===== src/rtl/single_pc_sequencer_pkg.sv =====
// rtl/single_pc_sequencer_pkg.sv - shared encodings and defaults for the PC sequencer
package single_pc_sequencer_pkg;

    typedef enum logic [1:0] {
        BOOT  = 2'd0,
        FETCH = 2'd1,
        DELIV = 2'd2
    } seq_state_t;

    localparam logic [31:0] DEFAULT_RESET_PC = 32'h0000_0000;
    localparam int          DEFAULT_TIMEOUT  = 16;

    // Wide enough to hold TIMEOUT itself, since the counter saturates there.
    function automatic int wait_cnt_width(input int timeout);
        return (timeout < 1) ? 1 : $clog2(timeout + 1);
    endfunction

endpackage


===== src/rtl/single_pc_sequencer_if.sv =====
// rtl/single_pc_sequencer_if.sv - instruction memory and decode handshake bundle
interface single_pc_sequencer_if;
    logic [31:0] o_pc;
    logic        o_imem_req;
    logic        i_imem_ack;
    logic [31:0] i_imem_data;
    logic [31:0] o_inst;
    logic [31:0] o_inst_pc;
    logic        o_inst_valid;
    logic        i_inst_ready;

    modport master (
        output o_pc, o_imem_req, o_inst, o_inst_pc, o_inst_valid,
        input  i_imem_ack, i_imem_data, i_inst_ready
    );

    modport slave (
        input  o_pc, o_imem_req, o_inst, o_inst_pc, o_inst_valid,
        output i_imem_ack, i_imem_data, i_inst_ready
    );
endinterface


===== src/rtl/single_pc_plus_4.sv =====
// rtl/single_pc_plus_4.sv - next sequential PC; the PC is word-addressed so the step is one
module single_pc_plus_4 (
    input  logic [31:0] i_pc,
    output logic [31:0] o_pc_next
);
    assign o_pc_next = i_pc + 32'd1;
endmodule


===== src/rtl/single_pc_sequencer.sv =====
// rtl/single_pc_sequencer.sv - program counter owner and single-outstanding fetch sequencer
module single_pc_sequencer
    import single_pc_sequencer_pkg::*;
#(
    parameter logic [31:0] RESET_PC = DEFAULT_RESET_PC,
    parameter int          TIMEOUT  = DEFAULT_TIMEOUT
) (
    input  logic                  clk,
    input  logic                  rst,
    single_pc_sequencer_if.master bus,
    input  logic                  i_redirect,
    input  logic [31:0]           i_redirect_pc,
    output logic                  o_imem_timeout
);
    localparam int               CNT_W   = wait_cnt_width(TIMEOUT);
    localparam logic [CNT_W-1:0] CNT_MAX = CNT_W'(TIMEOUT);

    seq_state_t       r_state;
    logic [31:0]      r_pc;
    logic [31:0]      r_pending;
    logic             r_kill;
    logic [31:0]      r_inst;
    logic [31:0]      r_inst_pc;
    logic [CNT_W-1:0] r_wait_cnt;
    logic             r_timeout;

    seq_state_t       w_state_nxt;
    logic [31:0]      w_pc_nxt;
    logic [31:0]      w_pending_nxt;
    logic             w_kill_nxt;
    logic [31:0]      w_inst_nxt;
    logic [31:0]      w_inst_pc_nxt;
    logic [CNT_W-1:0] w_wait_cnt_nxt;
    logic             w_timeout_nxt;
    logic             w_req;
    logic             w_valid;
    logic [31:0]      w_pc_plus1;

    single_pc_plus_4 u_pc_inc (
        .i_pc      (r_pc),
        .o_pc_next (w_pc_plus1)
    );

    always_ff @(posedge clk) begin
        if (rst) begin
            r_state    <= BOOT;
            r_pc       <= RESET_PC;
            r_pending  <= '0;
            r_kill     <= 1'b0;
            r_inst     <= '0;
            r_inst_pc  <= '0;
            r_wait_cnt <= '0;
            r_timeout  <= 1'b0;
        end else begin
            r_state    <= w_state_nxt;
            r_pc       <= w_pc_nxt;
            r_pending  <= w_pending_nxt;
            r_kill     <= w_kill_nxt;
            r_inst     <= w_inst_nxt;
            r_inst_pc  <= w_inst_pc_nxt;
            r_wait_cnt <= w_wait_cnt_nxt;
            r_timeout  <= w_timeout_nxt;
        end
    end

    always_comb begin
        w_state_nxt    = r_state;
        w_pc_nxt       = r_pc;
        w_pending_nxt  = r_pending;
        w_kill_nxt     = r_kill;
        w_inst_nxt     = r_inst;
        w_inst_pc_nxt  = r_inst_pc;
        w_wait_cnt_nxt = r_wait_cnt;
        w_req          = 1'b0;
        w_valid        = 1'b0;

        case (r_state)
            BOOT: begin
                w_state_nxt    = FETCH;
                w_wait_cnt_nxt = '0;
            end
            FETCH: begin
                w_req = 1'b1;
                if (bus.i_imem_ack) begin
                    w_wait_cnt_nxt = '0;
                    w_kill_nxt     = 1'b0;
                    // A redirect landing on the ack cycle beats any older pending target.
                    if (i_redirect) begin
                        w_pc_nxt = i_redirect_pc;
                    end else if (r_kill) begin
                        w_pc_nxt = r_pending;
                    end else begin
                        w_inst_nxt    = bus.i_imem_data;
                        w_inst_pc_nxt = r_pc;
                        w_state_nxt   = DELIV;
                    end
                end else begin
                    if (i_redirect) begin
                        w_kill_nxt    = 1'b1;
                        w_pending_nxt = i_redirect_pc;
                    end
                    if (r_wait_cnt != CNT_MAX) begin
                        w_wait_cnt_nxt = r_wait_cnt + CNT_W'(1);
                    end
                end
            end
            DELIV: begin
                w_valid = 1'b1;
                if (i_redirect) begin
                    w_pc_nxt       = i_redirect_pc;
                    w_state_nxt    = FETCH;
                    w_wait_cnt_nxt = '0;
                end else if (bus.i_inst_ready) begin
                    w_pc_nxt       = w_pc_plus1;
                    w_state_nxt    = FETCH;
                    w_wait_cnt_nxt = '0;
                end
            end
            default: begin
                w_state_nxt = BOOT;
            end
        endcase

        w_timeout_nxt = r_timeout | (w_wait_cnt_nxt == CNT_MAX);
    end

    assign bus.o_pc         = r_pc;
    assign bus.o_imem_req   = w_req;
    assign bus.o_inst       = r_inst;
    assign bus.o_inst_pc    = r_inst_pc;
    assign bus.o_inst_valid = w_valid;
    assign o_imem_timeout   = r_timeout;

endmodule

===== src/flat_wrapper.sv =====
// flat-port wrapper written by rule: the top's interface ports become plain ports
module single_pc_sequencer_flat import single_pc_sequencer_pkg::*;
#(
    parameter logic [31:0] RESET_PC = DEFAULT_RESET_PC,
    parameter int          TIMEOUT  = DEFAULT_TIMEOUT
)
  (clk, rst, i_redirect, i_redirect_pc, o_imem_timeout, bus_o_pc, bus_o_imem_req, bus_o_inst, bus_o_inst_pc, bus_o_inst_valid, bus_i_imem_ack, bus_i_imem_data, bus_i_inst_ready);
  single_pc_sequencer_if bus_i ();
  input  logic clk;
  input  logic rst;
  input  logic i_redirect;
  input  logic [31:0] i_redirect_pc;
  output logic o_imem_timeout;
  output wire logic [$bits(bus_i.o_pc)-1:0] bus_o_pc;
  output wire logic [$bits(bus_i.o_imem_req)-1:0] bus_o_imem_req;
  output wire logic [$bits(bus_i.o_inst)-1:0] bus_o_inst;
  output wire logic [$bits(bus_i.o_inst_pc)-1:0] bus_o_inst_pc;
  output wire logic [$bits(bus_i.o_inst_valid)-1:0] bus_o_inst_valid;
  input wire logic [$bits(bus_i.i_imem_ack)-1:0] bus_i_imem_ack;
  input wire logic [$bits(bus_i.i_imem_data)-1:0] bus_i_imem_data;
  input wire logic [$bits(bus_i.i_inst_ready)-1:0] bus_i_inst_ready;
  assign bus_o_pc = bus_i.o_pc;
  assign bus_o_imem_req = bus_i.o_imem_req;
  assign bus_o_inst = bus_i.o_inst;
  assign bus_o_inst_pc = bus_i.o_inst_pc;
  assign bus_o_inst_valid = bus_i.o_inst_valid;
  assign bus_i.i_imem_ack = bus_i_imem_ack;
  assign bus_i.i_imem_data = bus_i_imem_data;
  assign bus_i.i_inst_ready = bus_i_inst_ready;
  single_pc_sequencer #(.RESET_PC(RESET_PC), .TIMEOUT(TIMEOUT)) u_core (.clk(clk), .rst(rst), .bus(bus_i), .i_redirect(i_redirect), .i_redirect_pc(i_redirect_pc), .o_imem_timeout(o_imem_timeout));
endmodule

===== config.mk =====
export PLATFORM = sky130hd
export DESIGN_NAME = single_pc_sequencer_flat
export DESIGN_NICKNAME = d
export VERILOG_FILES = /design/src/rtl/single_pc_sequencer_pkg.sv /design/src/rtl/single_pc_sequencer_if.sv /design/src/rtl/single_pc_plus_4.sv /design/src/rtl/single_pc_sequencer.sv /design/src/flat_wrapper.sv
export SDC_FILE = /design/constraint.sdc
export NUM_CORES = 1
export LEC_CHECK = 0
export BUFFER_PORTS_ARGS = -buffer_cell sky130_fd_sc_hd__buf_2
export CAP_MARGIN = 15
export CELL_PAD_IN_SITES_DETAIL_PLACEMENT = 2
export CELL_PAD_IN_SITES_GLOBAL_PLACEMENT = 2
export CORE_MARGIN = 1
export CORE_UTILIZATION = 29
export DETAILED_ROUTE_END_ITERATION = 16
export GPL_TIMING_DRIVEN = 0
export PLACE_DENSITY = 0.78
export SYNTH_ARGS = -nofsm -noshare
export SYNTH_HDL_FRONTEND = slang
export SYNTH_SLANG_ARGS = --single-unit

===== constraint.sdc =====
create_clock -name clk -period 2.8 [get_ports clk]
set_clock_uncertainty 0.2 [all_clocks]
set_input_delay 0.42 -clock clk [delete_from_list [all_inputs] [get_ports clk]]
set_output_delay 0.42 -clock clk [all_outputs]
set_load 0.01 [all_outputs]

==> Word-level counts from Yosys, hierarchy flattened <==
Cells that the tools add are included.
Widths: inputs -> output; s select.
{ "word_totals": {"reg_bits": 137, "latchBits": 0, "ramBits": 0, "rom_bits": 0, "in_bits": 69, "elab_cells": 52, "mem_count": 0} }
{ "classes": {"add_sub_neg": 2, "mul": 0, "n_div": 0, "n_lt_le_gt_ge": 0, "eq_ne": 9, "shifts": 0, "muxes": 21, "bitwise": 4, "n_reduce_logical": 8} }
{ "op_table": {"columns": ["op", "n"], "rows": [
  ["$mux 32", 5],
  ["$pmux 32 s2", 1],
  ["$add 32x1->32 const B", 1],
  ["$mux 5", 4],
  ["$pmux 5 s3", 1],
  ["$reduce_and 4->1", 3],
  ["$mux 2", 5],
  ["$ne 2x2->1 const B", 3],
  ["$pmux 2 s3", 1],
  ["$add 5x1->5 const B", 1],
  ["$eq 5x5->1 const B", 1],
  ["$ne 5x5->1 const B", 1],
  ["$mux 1", 4],
  ["$reduce_bool 2->1", 2],
  ["$ne 3x2->1 const B", 1],
  ["$ne 3x3->1 const B", 1],
  ["$not 1->1", 3],
  ["$reduce_and 3->1", 1],
  ["$eq 2x1->1 const B", 1],
  ["$eq 2x2->1 const B", 1],
  ["$logic_not 2->1", 1],
  ["$reduce_and 2->1", 1],
  ["$or 1x1->1", 1]
]} }

==> Logic depth before layout (Yosys ltp) <==
Gate-level depths: netlist of run 1.
{ "depth": {"depth_word": 6, "depth_mapped": 9, "ltp_nobuf": 7} }

==> Hierarchy <==
From an unflattened synthesis of run 1, not the netlist that was laid out.
{ "hier_totals": {"hier_cells": 789, "hier_area_um2": 6377.4} }
{ "by_module_without_submodules": {"columns": ["mod", "instances", "cells_per_inst", "area_each_um2", "seq_area_each_um2"], "rows": [
  ["single_pc_sequencer", 1, 693, 5693.0, 2742.6],
  ["single_pc_plus_4", 1, 96, 684.4, 0.0]
]} }

==> Worst setup path after synthesis of run 1 <==
No wires, ideal clock.
{ "synth_path": {"path_kind": "flip-flop to flip-flop", "from": "reg u_core.r_state[0]", "to": "reg u_core.r_pc[12] (netlist: u_core.bus.o_pc[12])", "setup_ns": 0.095, "arrival_ns": 2.045, "required_time_ns": 2.505, "slack_ns": 0.459, "path_stages_with_launch": 9, "n_path_buf": 2, "cell_sequence": "dfxtp_1 inv_1 ha_1 buf_2 nor3b_2 a211oi_1 buf_2 o21ai_0 a221oi_1"} }
{ "synth_via": {"elab_chain_len": 3, "elab_cells_between_ends": 8, "classes_between": "eq/ne: 5; mux: 1; reduce/logical: 2"} }
{ "synth_lines": {"columns": ["element", "line_no", "text"], "rows": [
  ["start, declared", "single_pc_sequencer.sv:18", "seq_state_t r_state;"],
  ["start signal, assigned", "single_pc_sequencer.sv:55", "r_state <= w_state_nxt;"],
  ["$eq 2x1->1 or $eq 2x2->1 (tied branches)", "single_pc_sequencer.sv:77", "case (r_state)"],
  ["$ne 3x2->1 (no line) (tied with other cells)", null, null],
  ["$reduce_and 4->1 (no line)", null, null],
  ["end signal, assigned", "single_pc_sequencer.sv:56", "r_pc <= w_pc_nxt;"],
  ["end, declared", "single_pc_sequencer.sv:19", "logic [31:0] r_pc;"]
]} }
Parallel ways exist; a longest one is shown, timed or not.
A chain may end at the register's enable or synchronous reset.

==> Final worst setup path of run 1 <==
{ "layout_path": {"from": "reg u_core.r_state[1]", "to": "reg u_core.r_pending[14]"} }
{ "layout_via": {"elab_chain_len": 2} }
{ "layout_lines": {"columns": ["element", "line_no", "text"], "rows": [
  ["$eq 2x1->1", "single_pc_sequencer.sv:77", null],
  ["$reduce_and 3->1 (no line)", null, null],
  ["end signal, assigned", "single_pc_sequencer.sv:57", "r_pending <= w_pending_nxt;"],
  ["end, declared", "single_pc_sequencer.sv:20", "logic [31:0] r_pending;"]
]} }
Every way passes these cells.

==> impl_summary.txt, run 1 <==
----------------------------------------------------
[Outcome]
  Outcome ... finished clean

[Flow run]
  Maxcap violations ... 0

[CTS]
  Num CTS Buffers ... 17
  Clock slew at reported path FFs ... 0.06 ns
  Sink Count ... 137
  Source-to-sink clock delay at the later pin of the worst-skew pair ... 0.42 ns
  Cts hold-fix bufs ... 0
  TritonCTS clock tree ... built
  Maximum level of the CTS H-tree ... 4
  Number of buffers between clock root and the deepest sink ... 2
  Clk Tree Root Cell ... sky130_fd_sc_hd__clkbuf_16

[Global routing]
  Remaining Overflow, GRT ... 0
  Largest net degree at the start of global routing ... 17
  Aggregate global-route resource usage ... 24.51%
  Global-route wire length before repair ... 41.37 mm
  Number of global-route vias before repair ... 7390
  Number of antenna violations at the first check in global routing ... 1

[Logic synthesis]
  Share of the synthesized area in the top cell type ... 44.13%
  Register area share after synthesis ... 44.13%
  Cell with the most instances after synthesis ... sky130_fd_sc_hd__nand2_1
  Count of flip-flops with a built-in enable after synthesis ... 0
  Cell taking the most area after synthesis ... sky130_fd_sc_hd__dfxtp_1
  Number of synthesis warnings ... 0
  Cell Area, Synth ... 6215 um2
  Number of synthesized register bits ... 137
  Dominant register cell in the synthesized netlist ... sky130_fd_sc_hd__dfxtp_1
  Number of library cell types mapped by synthesis ... 54
  Number of nets produced by synthesis ... 903
  Average footprint of a synthesized cell ... 7.515 um2
  Share of synthesized flip-flops with an asynchronous set or reset ... 0%
  Cell types with the highest counts after synthesis ... sky130_fd_sc_hd__nand2_1 (213), sky130_fd_sc_hd__a21oi_1 (147), sky130_fd_sc_hd__dfxtp_1 (137)
  Gate count of the mapped netlist ... 827
  Leading post-synthesis cells by cell area ... sky130_fd_sc_hd__dfxtp_1 (44%), sky130_fd_sc_hd__nand2_1 (13%), sky130_fd_sc_hd__a21oi_1 (12%), sky130_fd_sc_hd__clkbuf_1 (3.3%), sky130_fd_sc_hd__nor2_1 (3.1%)

[Setup path]
  Crit path arrival time ... 2.79 ns
  Highest fanout seen on the critical path ... 10
  Destination of the worst register-to-register timing path ... u_core.r_pending[14]$_SDFFE_PP0P_
  Startpoint kind of the worst setup timing path ... flop
  Kind of capture point of the worst setup path ... flop
  Register-to-register setup slack ... 0.16 ns
  Crit path to ... u_core.r_pending[14]$_SDFFE_PP0P_
  Start of the worst register-to-register path ... u_core.r_state[1]$_SDFFE_PP0P_
  Required time reported for the critical path endpoint ... 2.95 ns
  Crit. Startpoint ... u_core.r_state[1]$_SDFFE_PP0P_
  Crit Path Class ... reg2reg
  FF-to-FF path depth ... 8

[Timing]
  Number of failing setup endpoints in the final timing report ... 0
  Final number of max-transition violations ... 0
  Time the worst path needs with I/O delays and setup ... 2.641 ns
  Share of the clock period used by the worst path ... 94.34%
  Final hold violation count ... 0
  Sum of negative setup slack ... 0 ns
  Relative max-transition margin ... 42.46%
  Worst slew pin tran ... 0.8631 ns
  Unrepaired setup endpoints after global routing ... yes
  PnR worst setup slack ... 0.1586 ns
  Highest Clock Rate ... 378.6 MHz

[Pwr]
  Clk pwr share ... 45.6%
  Switch share ... 28.75%
  Leakage power ... 3.176 nW
  Int Power ... 0.004052 W
  Switching component of the power ... 0.001635 W
  Seq pwr share ... 38.6%
  Peak ir drop on the vdd network ... 0.4007 mV
  Combinational power share ... 15.8%
  Power density of the placed cells ... 698.2 nW/um2

[Floorplan]
  Number of primary I/O pins ... 168
  Rows ... 53
  Std-Cell Core Area ... 21020 um2
  Die Outline Area ... 22020 um2
  Die X-Extent ... 148.4 um
  Die height ... 148.4 um
  Initial core utilization ... 29.56%

[Route]
  DR vias ... 6945
  Avg Vias per Cell ... 5.330
  Detailed-route DRC error count ... 0
  DR pass1 iterations ... 4
  Routed length per placed instance ... 20.34 um
  Detailed router's first-iteration violation count ... 292
  Post-DRT Antenna Nets ... 0
  Final WL ... 26.50 mm

[Cells and area]
  Layout fillers ... 2495
  Post-Route Utilization ... 38.75%
  Final net count ... 1091
  Post-route cell area ... 8145 um2
  Share of cells above drive strength 1 ... 21.71%
  Signed area change from the synthesized netlist to the final layout ... 31.07%

[Placed design]
  Worst slack after detailed placement ... -0.4051 ns
  Placed cell area ... 7395 um2
  Gpl congestion ... 0.8037
  I/O Buffers ... 167
  Hpwl dp ... 18.82 mm

[Min path]
  Kind of path behind the tightest hold check ... in2reg

----------------------------------------------------
==> area by class of cell <==
class                           count  area (um2)  area share, %
Tap cell                          275       344.1          4.224
Multi-Input combinational cell    608        3207          39.37
Antenna cell                        1       2.502        0.03072
Buffer                             65       264.0          3.241
Timing Repair Buffer              171       865.8          10.63
Inverter                           15       56.30         0.6912
Clock inverter                     12       220.2          2.704
Clock buffer                       19       442.9          5.438
Sequential cell                   137        2743          33.67
==> logic make-up after synthesis <==
family	share of synthesized area, %
flops	44.13
fa+ha+maj	1.409
simple gates	25.59
compound gates	22.49
buf+inv	5.053
mux	0.4832
xor+xnor	0.8456
==> critical path, cell delays in order, from the launching register on <==
cell and delay, ns:
sky130_fd_sc_hd__dfxtp_1 0.34, sky130_fd_sc_hd__inv_1 0.12, sky130_fd_sc_hd__ha_1 0.30, sky130_fd_sc_hd__clkbuf_1 0.37
sky130_fd_sc_hd__and3_1 0.22, sky130_fd_sc_hd__clkbuf_1 0.23, sky130_fd_sc_hd__clkbuf_1 0.51, sky130_fd_sc_hd__nand2_1 0.13
sky130_fd_sc_hd__a21oi_1 0.15
==> per-layer routing <==
metal | track usage [%] | up-vias | routed length [um]
li1 | - | 3252 | -
met1 | 29.80 | 3476 | 11490
met2 | 42.72 | 186 | 13150
met3 | 5.368 | 31 | 1374
met4 | 7.887 | 0 | 490
met5 | 0 | - | 0
==> what timing repair did <==
item	4_1_cts	5_1_grt
pin swaps	0	3
buffers inserted	0	4
gates resized for setup	9	11
setup endpoints to repair	91	83
==> through the flow <==
stage / cells / hold WS [ns] / total power [W]
after detailed placement: 1269 / 0.2453 / 0.003107
after global placement: 1269 / 0.2386 / 0.003079
after global routing: 1302 / 0.03057 / 0.005891
after floorplan: 827 / 0.2315 / 0.002691
final: 1303 / 0.02803 / 0.005687
after CTS: 1298 / 0.01861 / 0.005709
==> how the worst min path moves through the flow <==
stage / startpoint / end / slack [ns] / cells after the start
after floorplan: u_core.r_pending[11]$_SDFFE_PP0P_ / u_core.r_pending[11]$_SDFFE_PP0P_ / 0.23 / 2
after global placement: u_core.r_pending[23]$_SDFFE_PP0P_ / u_core.r_pending[23]$_SDFFE_PP0P_ / 0.24 / 2
after detailed placement: u_core.r_pending[30]$_SDFFE_PP0P_ / u_core.r_pending[30]$_SDFFE_PP0P_ / 0.25 / 2
after CTS: bus_i_imem_data[15] / u_core.bus.o_inst[15]$_SDFFE_PP0P_ / 0.02 / 3
after global routing: bus_i_imem_data[16] / u_core.bus.o_inst[16]$_SDFFE_PP0P_ / 0.03 / 3
final: bus_i_imem_data[10] / u_core.bus.o_inst[10]$_SDFFE_PP0P_ / 0.03 / 3
==> registers in the layout (all words and copies together) (netlist names) <==
signal / count
u_core.bus.o_inst: 32
u_core.r_kill: 1
u_core.r_wait_cnt: 5
u_core.bus.o_pc: 32
u_core.r_pending: 32
u_core.r_state: 2
u_core.bus.o_inst_pc: 32
u_core.o_imem_timeout: 1
==> cells in the final DEF (no fill, tap or decap), drive strengths merged, types with 6 or more instances in the layout <==
cell	netlist	final
a211oi	18	18
a21oi	147	147
a221oi	6	6
a31oi	6	6
and3	12	12
buf	11	180
bufinv	0	6
clkbuf	56	75
dfxtp	137	137
ha	7	7
inv	15	16
nand2	213	213
nand3	17	17
nand4	8	8
nor2	52	52
nor3	21	21
nor3b	10	10
o21ai	13	13
==> power by group through the flow <==
stage / registers (W) / logic, W / clock network (W)
after global placement: 0.00223 / 0.000849 / 0
final: 0.00219 / 0.000900 / 0.00259
after CTS: 0.00219 / 0.000890 / 0.00263
after global routing: 0.00221 / 0.000984 / 0.00270
after detailed placement: 0.00223 / 0.000873 / 0
after floorplan: 0.00223 / 0.000456 / 0
(Power assumes the default switching activity.)
==> inputs of run 2 (changes only) <==
--- a/config.mk
+++ b/config.mk
@@ -10,10 +10,10 @@
 export CELL_PAD_IN_SITES_DETAIL_PLACEMENT = 2
 export CELL_PAD_IN_SITES_GLOBAL_PLACEMENT = 2
 export CORE_MARGIN = 1
-export CORE_UTILIZATION = 29
+export CORE_UTILIZATION = 31
 export DETAILED_ROUTE_END_ITERATION = 16
 export GPL_TIMING_DRIVEN = 0
-export PLACE_DENSITY = 0.78
+export PLACE_DENSITY = 0.83
 export SYNTH_ARGS = -nofsm -noshare
 export SYNTH_HDL_FRONTEND = slang
 export SYNTH_SLANG_ARGS = --single-unit
==> constraint.sdc (replaced) <==
create_clock -name clk -period 3.3 [get_ports clk]
set_clock_uncertainty 0.2 [all_clocks]
set_input_delay 0.495 -clock clk [delete_from_list [all_inputs] [get_ports clk]]
set_output_delay 0.495 -clock clk [all_outputs]
set_load 0.01 [all_outputs]
==> run 2 against run 1 <==
Effect of this change:
- final cell count decreased by 0.84%
- sequential share of layout area rose by 0.39 points
- final area shrank 1.2%
- clock power is 16% lower
- flip-flop and latch count did not move
- sequential power shrank 15%
- routed wire length shrank 1.4%
- via count decreased by 0.20%
- global-route usage rose by 1.7 points
- register-to-register slack improved by 0.07 ns
- critical path depth stayed put
==> impl_summary.txt, run 2 (same netlist as run 1, synthesis figures left out) <==
----------------------------------------------------
[Setup path]
  FF-to-FF path depth ... 8
  Highest fanout seen on the critical path ... 10
  Register-to-register setup slack ... 0.23 ns
  Startpoint kind of the worst setup timing path ... flop
  Required time reported for the critical path endpoint ... 3.45 ns
  Crit Path Class ... reg2reg
  Crit path arrival time ... 3.23 ns
  Kind of capture point of the worst setup path ... flop
  Crit. Startpoint ... u_core.r_state[1]$_SDFFE_PP0P_
  Destination of the worst register-to-register timing path ... u_core.bus.o_inst_pc[24]$_SDFFE_PP0P_
  Start of the worst register-to-register path ... u_core.r_state[1]$_SDFFE_PP0P_

[CTS]
  Sink Count ... 137
  Source-to-sink clock delay at the later pin of the worst-skew pair ... 0.44 ns
  Maximum level of the CTS H-tree ... 4
  Clock slew at reported path FFs ... 0.07 ns
  Number of buffers between clock root and the deepest sink ... 2
  Num CTS Buffers ... 17
  Clk Tree Root Cell ... sky130_fd_sc_hd__clkbuf_16
  TritonCTS clock tree ... built

[Cells and area]
  Final net count ... 1089
  Layout fillers ... 2343
  Share of cells above drive strength 1 ... 20.57%
  Signed area change from the synthesized netlist to the final layout ... 29.56%
  Top library cells by usage in the layout, fill and taps aside ... sky130_fd_sc_hd__nand2_1 (213), sky130_fd_sc_hd__buf_2 (171), sky130_fd_sc_hd__a21oi_1 (147)
  Multi-input combinational cell area ... 3163 um2
  Leading cell type in the layout, fill and taps excluded ... sky130_fd_sc_hd__nand2_1
  Flip-flop and latch area ... 2743 um2

[Global routing]
  Aggregate global-route resource usage ... 26.20%
  Global-route wire length before repair ... 40.63 mm
  Number of global-route vias before repair ... 7334
  Remaining Overflow, GRT ... 0
  Largest net degree at the start of global routing ... 17
  Number of antenna violations at the first check in global routing ... 1

[Route]
  Detailed-route DRC error count ... 0
  Routed length per placed instance ... 20.23 um
  Detailed router's first-iteration violation count ... 303
  Final WL ... 26.14 mm
  Avg Vias per Cell ... 5.365
  DR pass1 iterations ... 5
  DR vias ... 6931
  Post-DRT Antenna Nets ... 0

[Flow run]
  Maxcap violations ... 0

[Timing]
  Number of failing setup endpoints in the final timing report ... 0
  Final hold violation count ... 0
  Sum of negative setup slack ... 0 ns
  Relative max-transition margin ... 28.22%
  Share of the clock period used by the worst path ... 93.12%
  Worst slew pin tran ... 1.067 ns
  Highest Clock Rate ... 325.4 MHz
  Time the worst path needs with I/O delays and setup ... 3.073 ns
  Unrepaired setup endpoints after global routing ... yes
  Final number of max-transition violations ... 0

[Placed design]
  Hpwl dp ... 18.44 mm
  I/O Buffers ... 167
  Gpl congestion ... 0.8296

[Min path]
  Kind of path behind the tightest hold check ... in2reg
  Hold Path Sink ... u_core.bus.o_inst[10]$_SDFFE_PP0P_
  Hold Crit Start ... bus_i_imem_data[10]
  Worst Hold Path Cells ... 3

[Floorplan]
  Die height ... 143.6 um
  Initial core utilization ... 31.83%
  Die X-Extent ... 143.6 um
  Die Outline Area ... 20620 um2
  Number of primary I/O pins ... 168
  Rows ... 51
  Std-Cell Core Area ... 19530 um2

[Pwr]
  Power density of the placed cells ... 593.9 nW/um2
  Peak ir drop on the vdd network ... 0.3893 mV
  Leakage power ... 3.111 nW
  Post-layout total power ... 0.004782 W

[Outcome]
  Outcome ... finished clean

----------------------------------------------------
==> run 2: cell count changes in the layout (fill, tap and decap cells not counted), moves of 2 or more <==
cell	before	now
sky130_fd_sc_hd__clkbuf_1	48	55
sky130_fd_sc_hd__buf_4	4	0
sky130_fd_sc_hd__clkbuf_2	7	3
sky130_fd_sc_hd__clkinv_2	3	0
sky130_fd_sc_hd__clkbuf_4	2	0
sky130_fd_sc_hd__clkinvlp_4	1	3
sky130_fd_sc_hd__inv_6	1	3
sky130_fd_sc_hd__nand3_1	15	17
sky130_fd_sc_hd__nand3_2	2	0
==> run 2: worst max-delay path: stages, from the launching register on <==
cell and delay, ns:
sky130_fd_sc_hd__dfxtp_1 0.33, sky130_fd_sc_hd__inv_1 0.10, sky130_fd_sc_hd__ha_1 0.27, sky130_fd_sc_hd__clkbuf_1 0.35, sky130_fd_sc_hd__and3_1 0.22, sky130_fd_sc_hd__clkbuf_1 0.76, sky130_fd_sc_hd__clkbuf_1 0.46, sky130_fd_sc_hd__nand2_1 0.12
sky130_fd_sc_hd__a21oi_1 0.17
==> run 2: cell type report <==
class                           instances  area share (%)
Multi-Input combinational cell        608           39.29
Sequential cell                       137           34.06
Timing Repair Buffer                  167           10.38
Clock buffer                           19           5.501
Tap cell                              265           4.118
Buffer                                 67           3.232
Clock inverter                         13           2.688
Inverter                               15          0.6993
Antenna cell                            1         0.03108
==> run 2: per-stage QoR <==
step                hold slack (ns)  std cells  worst slack [ns]  area (um2)  utilization (%)
finish                      0.09022       1292            0.2271        8051            41.23
global route                0.09582       1291         -0.003418        8049            41.22
CTS                         0.08787       1291           0.06516        8041            41.18
detailed placement           0.2459       1259           0.07449        7382            37.81
global placement             0.2387       1259            0.2136        7382            37.81
floorplan                    0.2315        827            0.9592        6215                -
==> run 2: timing repair <==
item,CTS,global route
hold buffers,0,0
setup buffers,0,0
setup endpoints to repair,0,12
resized for setup,0,4
==> run 2: worst max path at each step <==
| stage | end | slack (ns) | depth (start not counted) |
|---|---|---|---|
| 5_1_grt | u_core.bus.o_inst_pc[24]$_SDFFE_PP0P_ | -0.003 | 8 |
| 2_1_floorplan | u_core.bus.o_pc[12]$_SDFFE_PP0P_ | 0.96 | 8 |
| 4_1_cts | u_core.bus.o_pc[16]$_SDFFE_PP0P_ | 0.07 | 8 |
| 3_3_place_gp | u_core.bus.o_pc[5]$_SDFFE_PP0P_ | 0.21 | 8 |
| 3_5_place_dp | u_core.bus.o_pc[16]$_SDFFE_PP0P_ | 0.07 | 8 |
| 6_report | u_core.bus.o_inst_pc[24]$_SDFFE_PP0P_ | 0.23 | 8 |
==> run 2: layer usage <==
layer / up-vias / part of all wire, % / GRT usage [%]
met5: - / 0 / 0
met4: 0 / 2.0 / 10.13
met3: 46 / 6.2 / 6.598
met2: 218 / 49 / 45.12
met1: 3416 / 43 / 31.14
li1: 3251 / - / -
==> run 2: power breakdown <==
group / switching (W) / total (W) / internal, W
sequential: 0.000111 / 0.00186 / 0.00175
clock: 0.000806 / 0.00218 / 0.00137
combinational: 0.000497 / 0.000747 / 0.000250
total: 0.00141 / 0.00478 / 0.00337
==> inputs of run 3 (changes only) <==
--- a/config.mk
+++ b/config.mk
@@ -9,6 +9,7 @@
 export CAP_MARGIN = 15
 export CELL_PAD_IN_SITES_DETAIL_PLACEMENT = 2
 export CELL_PAD_IN_SITES_GLOBAL_PLACEMENT = 2
+export CORE_ASPECT_RATIO = 1.5
 export CORE_MARGIN = 1
 export CORE_UTILIZATION = 31
 export DETAILED_ROUTE_END_ITERATION = 16
==> run 3 against run 2 <==
Effect of this change:
- power down 4.7%
- maximum frequency is 1.1% higher
- global-route usage about the same
- final cell count shrank 0.46%
- sequential share of layout area grew 0.35 points
- hold slack gained 0.0091 ns
- via count about the same
- routed wire length increased by 1.3%
- largest cell class unchanged
==> impl_summary.txt, run 3 (same netlist as run 1, synthesis figures left out) <==
----------------------------------------------------
[Outcome]
  Outcome ... finished clean

[Global routing]
  Aggregate global-route resource usage ... 26.16%
  Remaining Overflow, GRT ... 0
  Number of global-route vias before repair ... 7554
  Global-route wire length before repair ... 41.73 mm
  Largest net degree at the start of global routing ... 17
  Number of antenna violations at the first check in global routing ... 0

[CTS]
  Cts hold-fix bufs ... 0
  Clk Tree Root Cell ... sky130_fd_sc_hd__clkbuf_16
  Num CTS Buffers ... 17
  Clock slew at reported path FFs ... 0.07 ns
  Maximum level of the CTS H-tree ... 4
  Source-to-sink clock delay at the later pin of the worst-skew pair ... 0.43 ns
  TritonCTS clock tree ... built
  Resized Gates After CTS ... 0
  Number of buffers between clock root and the deepest sink ... 2
  Sink Count ... 137

[Cells and area]
  Top library cells by usage in the layout, fill and taps aside ... sky130_fd_sc_hd__nand2_1 (213), sky130_fd_sc_hd__buf_2 (172), sky130_fd_sc_hd__a21oi_1 (147)
  Leading cell type in the layout, fill and taps excluded ... sky130_fd_sc_hd__nand2_1
  Post-Route Utilization ... 40.44%
  Ant diodes ... 0
  Signed area change from the synthesized netlist to the final layout ... 28.23%
  Share of cells above drive strength 1 ... 20.37%
  Final net count ... 1089

[Floorplan]
  Die Outline Area ... 20630 um2
  Die X-Extent ... 117.6 um
  Number of primary I/O pins ... 168
  Initial core utilization ... 31.54%
  Std-Cell Core Area ... 19710 um2
  Die height ... 175.4 um
  Rows ... 63

[Route]
  Routed length per placed instance ... 20.58 um
  Detailed-route DRC error count ... 0
  DR vias ... 6935
  Avg Vias per Cell ... 5.393
  Post-DRT Antenna Nets ... 0
  DR pass1 iterations ... 7
  Detailed router's first-iteration violation count ... 302
  Final WL ... 26.47 mm

[Timing]
  Hold slack ... 0.09935 ns
  Relative max-transition margin ... 34.97%
  Unrepaired setup endpoints after global routing ... no
  Worst slew pin tran ... 0.9755 ns
  Final number of max-transition violations ... 0
  Final hold violation count ... 0
  Highest Clock Rate ... 328.9 MHz
  Time the worst path needs with I/O delays and setup ... 3.040 ns
  Sum of negative setup slack ... 0 ns
  Number of failing setup endpoints in the final timing report ... 0
  PnR worst setup slack ... 0.2597 ns
  Share of the clock period used by the worst path ... 92.13%

[Pwr]
  Seq pwr share ... 40.9%
  Clk pwr share ... 42.8%
  Peak ir drop on the vdd network ... 0.3385 mV
  Switch share ... 31.48%
  Int Power ... 0.003124 W
  Post-layout total power ... 0.004559 W
  Power density of the placed cells ... 572.2 nW/um2
  Combinational power share ... 16.3%
  Switching component of the power ... 0.001435 W
  Leakage power ... 3.075 nW

[Flow run]
  Maxcap violations ... 0

[Placed design]
  I/O Buffers ... 167
  Hpwl dp ... 18.85 mm
  Gpl congestion ... 0.8058
  Worst slack after detailed placement ... 0.1716 ns

[Setup path]
  Kind of capture point of the worst setup path ... flop
  Required time reported for the critical path endpoint ... 3.38 ns
  Highest fanout seen on the critical path ... 10
  Startpoint kind of the worst setup timing path ... flop
  Crit path arrival time ... 3.12 ns
  Crit Path Class ... reg2reg

[Min path]
  Kind of path behind the tightest hold check ... in2reg

----------------------------------------------------
==> run 3: final cells by class <==
| type | count | area, um2 |
|---|---|---|
| inverters | 15 | 56.30 |
| fillers | 2354 | 11740 |
| clock buffers | 18 | 429.2 |
| well taps | 260 | 325.3 |
| repair buffers | 168 | 840.8 |
| multi-input cells | 608 | 3158 |
| flip-flops and latches | 137 | 2743 |
| plain buffers | 66 | 254.0 |
| clock inverters | 14 | 162.7 |
==> run 3: path summary, 6_finish.rpt <==
| path | start | to | slack (ns) | depth (start not counted) |
|---|---|---|---|---|
| max | u_core.r_state[0]$_SDFFE_PP0P_ | u_core.bus.o_pc[28]$_SDFFE_PP0P_ | 0.26 | 9 |
| min | bus_i_imem_data[15] | u_core.bus.o_inst[15]$_SDFFE_PP0P_ | 0.1 | 3 |
| max reg2reg | u_core.r_state[0]$_SDFFE_PP0P_ | u_core.bus.o_pc[28]$_SDFFE_PP0P_ | 0.26 | 9 |
| min reg2reg | u_core.bus.o_inst_pc[17]$_SDFFE_PP0P_ | u_core.bus.o_inst_pc[17]$_SDFFE_PP0P_ | 0.25 | 2 |
==> run 3: per-layer routing <==
metal / routed length, um / part of all wire, % / vias to the layer above / GRT usage (%)
met5: 0 / 0 / - / 0
met4: 1058 / 4.0 / 0 / 13.09
met3: 1146 / 4.3 / 62 / 4.773
met2: 14160 / 54 / 196 / 49.04
met1: 10100 / 38 / 3425 / 27.76
li1: - / - / 3252 / -
==> run 3: through the flow <==
stage / instance area (um2) / std cells
after floorplan: 6215 / 827
after detailed placement: 7376 / 1254
after CTS: 7968 / 1286
final: 7969 / 1286
after global routing: 7969 / 1286
after global placement: 7376 / 1254
==> run 3: power by group through the flow <==
stage | sequential (W) | combinational [W] | clock (W)
after floorplan | 0.00190 | 0.000387 | 0
final | 0.00187 | 0.000743 | 0.00195
after CTS | 0.00187 | 0.000752 | 0.00199
after detailed placement | 0.00190 | 0.000738 | 0
after global placement | 0.00189 | 0.000715 | 0
after global routing | 0.00188 | 0.000808 | 0.00207
==> run 3: critical path, stage by stage (launching register included) <==
cell	delay, ns
sky130_fd_sc_hd__dfxtp_1	0.34
sky130_fd_sc_hd__inv_1	0.09
sky130_fd_sc_hd__ha_1	0.16
sky130_fd_sc_hd__buf_2	0.23
sky130_fd_sc_hd__nor3b_2	0.50
sky130_fd_sc_hd__a211o_1	0.34
sky130_fd_sc_hd__clkbuf_1	0.61
sky130_fd_sc_hd__nor2_1	0.16
sky130_fd_sc_hd__a21oi_1	0.16
sky130_fd_sc_hd__a31oi_1	0.09
==> run 3: timing repair <==
item                                    CTS  global route
endpoints found under the hold margin     0             0
buffers inserted                          0             0
endpoints found under the setup margin    0             6
